**src/rtl/scr1_clkctl.sv**
```systemverilog
// Automatic core clock-gating controller: counts idle cycles, drops the
// clock-gate enable, and runs a fixed settle window on wake before ready.
module scr1_clkctl #(
  parameter int IDLE_CYCLES = 16,
  parameter int WAKE_CYCLES = 2
) (
  input  logic        clk,
  input  logic        rst,
  input  logic        test_mode,
  input  logic        sleep_en,
  input  logic        core_idle,
  input  logic        wake_req,
  input  logic        cnt_clr,
  output logic        clk_en,
  output logic        core_rdy,
  output logic        sleep_st,
  output logic [15:0] gated_cycles
);

  typedef enum logic [1:0] {RUN, IDLE_CNT, GATED, WAKE} state_e;

  localparam logic [7:0] IDLE_LAST = 8'(IDLE_CYCLES - 1);
  localparam logic [7:0] WAKE_LAST = 8'(WAKE_CYCLES - 1);

  state_e      state_q, state_d;
  logic [7:0]  cnt_q, cnt_d;
  logic        clk_en_q, clk_en_d;
  logic        core_rdy_q, core_rdy_d;
  logic        sleep_st_q, sleep_st_d;
  logic [15:0] gated_q, gated_d;
  logic        abort;

  assign abort = ~core_idle | wake_req | ~sleep_en | test_mode;

  always_comb begin
    state_d = state_q;
    cnt_d   = cnt_q;
    case (state_q)
      RUN: begin
        if (!abort) begin
          state_d = IDLE_CNT;
          cnt_d   = 8'd0;
        end
      end
      IDLE_CNT: begin
        if (abort)                   state_d = RUN;
        else if (cnt_q == IDLE_LAST) state_d = GATED;
        else                         cnt_d   = cnt_q + 8'd1;
      end
      GATED: begin
        if (abort) begin
          state_d = WAKE;
          cnt_d   = 8'd0;
        end
      end
      WAKE: begin
        // Settle window is unconditional; only reset can cut it short.
        if (cnt_q == WAKE_LAST) state_d = RUN;
        else                    cnt_d   = cnt_q + 8'd1;
      end
      default: state_d = RUN;
    endcase
  end

  // Outputs are flopped from next-state so they track state_q glitch-free.
  always_comb begin
    clk_en_d   = (state_d != GATED);
    sleep_st_d = (state_d == GATED);
    core_rdy_d = (state_d == RUN) || (state_d == IDLE_CNT);
    gated_d    = gated_q;
    if (cnt_clr)
      gated_d = 16'd0;
    else if (state_q == GATED && gated_q != 16'hFFFF)
      gated_d = gated_q + 16'd1;
  end

  always_ff @(posedge clk or posedge rst) begin
    if (rst) begin
      state_q    <= RUN;
      cnt_q      <= 8'd0;
      clk_en_q   <= 1'b1;
      core_rdy_q <= 1'b1;
      sleep_st_q <= 1'b0;
      gated_q    <= 16'd0;
    end else begin
      state_q    <= state_d;
      cnt_q      <= cnt_d;
      clk_en_q   <= clk_en_d;
      core_rdy_q <= core_rdy_d;
      sleep_st_q <= sleep_st_d;
      gated_q    <= gated_d;
    end
  end

  assign clk_en       = clk_en_q;
  assign core_rdy     = core_rdy_q;
  assign sleep_st     = sleep_st_q;
  assign gated_cycles = gated_q;

endmodule
```
**config.mk**
```make
export PLATFORM = sky130hd
export DESIGN_NAME = scr1_clkctl
export DESIGN_NICKNAME = d
export VERILOG_FILES = /design/src/rtl/scr1_clkctl.sv
export SDC_FILE = /design/constraint.sdc
export NUM_CORES = 1
export LEC_CHECK = 0
export ABC_CLOCK_PERIOD_IN_PS = 2400
export BUFFER_PORTS_ARGS = -buffer_cell sky130_fd_sc_hd__buf_2
export CORE_ASPECT_RATIO = 1.1
export CORE_UTILIZATION = 50
export DETAILED_ROUTE_END_ITERATION = 12
export GPL_ROUTABILITY_DRIVEN = 0
export PLACE_DENSITY = 0.83
export SETUP_SLACK_MARGIN = 0.05
export SLEW_MARGIN = 20
export SYNTH_ARGS = -nofsm -noshare
export SYNTH_HDL_FRONTEND = slang
export SYNTH_SLANG_ARGS = --single-unit
```
**constraint.sdc**
```tcl
create_clock -name clk -period 2.4 [get_ports clk]
set_input_delay 0.36 -clock clk [delete_from_list [all_inputs] [get_ports clk]]
set_output_delay 0.36 -clock clk [all_outputs]
set_load 0.05 [all_outputs]
```
==> impl_metrics.csv <==
group,metric,value,unit
run_status,outcome,"finished, final reports clean",
clock_tree,clock-sinks,29,
timing,setup_viol,0,
yosys,synth-main-ff-cell,"dfrtp_1",
floorplanning,core.rowCount,21,
place,hpwl,2.54,mm
floorplanning,die_x,55.6,um
drt,vias,1476,
yosys,synth-warning-count,0,
setup_path,cp_data_required_time,2.63,ns
cells_and_area,nets,205,
global_route,grt_overflow,0,
clock_tree,hold_buffers,0,
power,power,0.00133,W
setup_path,start_kind,"flop",
setup_path,cp_max_fo,8,
clock_tree,clk_latency,0.34,ns
yosys,netlist_instances,163,
place,io_buffers,25,
global_route,grt_antenna_before_repair,0,
clock_tree,post_cts_buffers,0,
floorplanning,core,3020,um^2
setup_path,arrival,2.26,ns
drt,first_pass_iters,4,
global_route,grt_max_degree,30,
timing,fin_skew,0.0111,ns
yosys,syn_nets,173,
yosys,synth_seq_cells,29,
setup_path,crit_family,"simple AND/OR/NAND/NOR gates",
yosys,ys_types,46,
drt,wl_per_cell,15.3,um
yosys,synth_edf_count,0,
clock_tree,cts_buffers,5,
setup_path,critPathKind,"flop to flop",
clock_tree,cts_max_level,2,
timing,fin_crit_sh,84.8,%
place,dp_slack,0.420,ns
yosys,ys_seq_area_share,46.0,%
floorplanning,die_area,3390,um^2
setup_path,crit_buf_inv,1,
global_route,track_usage,22.5,%
timing,setup_ws,0.365,ns
drt,drt_wl_total,3.53,mm
cells_and_area,drive_above_1_share,24.0,%
yosys,syn-cell-area,1580,um^2
run,maxCapViolations,0,
clock_tree,clk_pin_slew_worst_paths,0.10,ns
timing,maxSlewViolCount,0,
power,power_leakage,0.783,nW
setup_path,endpoint_kind,"flop",
cells_and_area,area_delta_synth_final,15.2,%
setup_path,crit_slowest_cell,"or4b_1",
timing,min_period,2.04,ns
hold_path,min_path_type,"primary input to async pin",
setup_path,path_cells,"inv_1, ha_1, or4b_1, o221ai_2, nand2_4, a32o_1",
global_route,grt_pass1_vias,1378,
setup_path,max_stage_delay,0.51,ns
drt,drc_errors,0,
drt,drtIter0Drc,92,
timing,fmax,491,MHz
clock_tree,cts-root-buf,"clkbuf_4",
cells_and_area,antennaDiodeCount,0,
clock_tree,cts_resized,0,
timing,max_slew.worst_pin.slew,0.524,ns
yosys,avgSynthCellArea,9.71,um^2
drt,drt.antenna.violating_nets,0,
timing,whs,0.0635,ns
floorplanning,num_io_pins,26,
timing,slew-limit-headroom,64.6,%
cells_and_area,final_cell_mix,"dfrtp_1, buf_2, o21ai_0, nand3_1, nand2_1",
floorplanning,start_util,52.4,%
yosys,async_flop_share,100,%
timing,rsz0062_at_grt,"false",
power,vdd_drop_max,0.472,mV
cells_and_area,layout_commonest_cell,"dfrtp_1",
clock_tree,cts_tree,"done",
floorplanning,die_h,61.0,um
clock_tree,clk_path_buf_depth,2,
timing,setup_tns,0,ns
power,power-per-cell-area,730,nW/um^2
timing,hold_viol,0,
drt,via_per_inst,6.42,
global_route,grt_pass1_wl,5.88,mm
[flip-flops by register name (all words and copies together) (netlist names)]
signal and flops:
sleep_st 1, cnt_q 8, clk_en 1, gated_cycles 16, state_q 2, core_rdy 1
[report_power, final]
group	leakage, nW	total, W	switching, W	internal, W
registers	0.395	0.000611	0.0000580	0.000553
logic	0.357	0.000427	0.000290	0.000137
clock network	0.0310	0.000293	0.000183	0.000110
[layout make-up]
| type | instances | area, um^2 |
|---|---|---|
| clock inverter | 3 | 17.5 |
| tap | 34 | 42.5 |
| sequential | 29 | 728 |
| clock buffer | 5 | 37.5 |
| inverter | 6 | 22.5 |
| timing repair buffer | 30 | 163 |
| fill | 248 | 1200 |
| multi-input combinational | 123 | 812 |
[path summary, 6_finish.rpt]
kind	from	endpoint	slack [ns]	depth (start not counted)
setup / recovery	cnt_q[1]$_DFFE_PP0P_	cnt_q[4]$_DFFE_PP0P_	0.36	6
hold / removal	rst	gated_cycles[8]$_DFFE_PP0P_	0.06	3
setup reg to reg	cnt_q[1]$_DFFE_PP0P_	cnt_q[4]$_DFFE_PP0P_	0.36	6
hold reg to reg	gated_cycles[11]$_DFFE_PP0P_	gated_cycles[11]$_DFFE_PP0P_	0.58	2
max in group asynchronous	rst	clk_en$_DFF_PP1_	2.02	3
min in group clk	cnt_clr	gated_cycles[8]$_DFFE_PP0P_	0.38	2
[layer usage]
metal | vias up | wire length [um] | global-route usage, %
met5 | - | 0 | 0
met4 | 0 | 122 | 12.5
met3 | 17 | 172 | 5.88
met2 | 52 | 1810 | 41.7
met1 | 712 | 1420 | 24.1
li1 | 695 | - | -
[Yosys cell counts, drive strengths merged (3+ instances only)]
cell type | instances | area share, %
a21oi | 10 | 3.2
a32o | 4 | 2.5
clkbuf | 3 | 0.71
dfrtp | 27 | 43
ha | 3 | 2.4
inv | 6 | 1.4
nand2 | 12 | 3.3
nand3 | 12 | 3.8
nand4 | 5 | 2.0
nor2 | 8 | 1.9
nor2b | 4 | 1.6
nor3 | 5 | 1.6
nor4 | 3 | 1.6
o21ai | 14 | 4.4
o31ai | 4 | 1.9
or3 | 5 | 2.0
or4 | 4 | 1.9
[worst reg2reg max path, cell delays in order, from the launching register on]
cell      delay, ns
dfrtp_1        0.41
inv_1          0.09
ha_1           0.13
or4b_1         0.51
o221ai_2       0.36
nand2_4        0.14
a32o_1         0.29
[stage by stage]
step	cells	instance area [um^2]	util [%]
after floorplan	163	1580	-
after global placement	222	1770	58.5
after detailed placement	222	1770	58.5
after CTS	230	1820	60.3
after global routing	230	1820	60.3
final	230	1820	60.3
[cell families (layout without fill, tap and decap cells)]
group / count (synthesis) / after routing / synth area share [%]
buffers and inverters: 11 / 44 / 2.69
XOR/XNOR: 2 / 2 / 1.11
adder cells (fa/ha/maj): 3 / 3 / 2.37
AND/OR/NAND/NOR: 68 / 68 / 25.3
multiplexers: 3 / 3 / 2.06
flip-flops: 29 / 29 / 46.0
AO/OA/AOI/OAI: 47 / 47 / 20.5
Power figures use the tool's default switching activity.
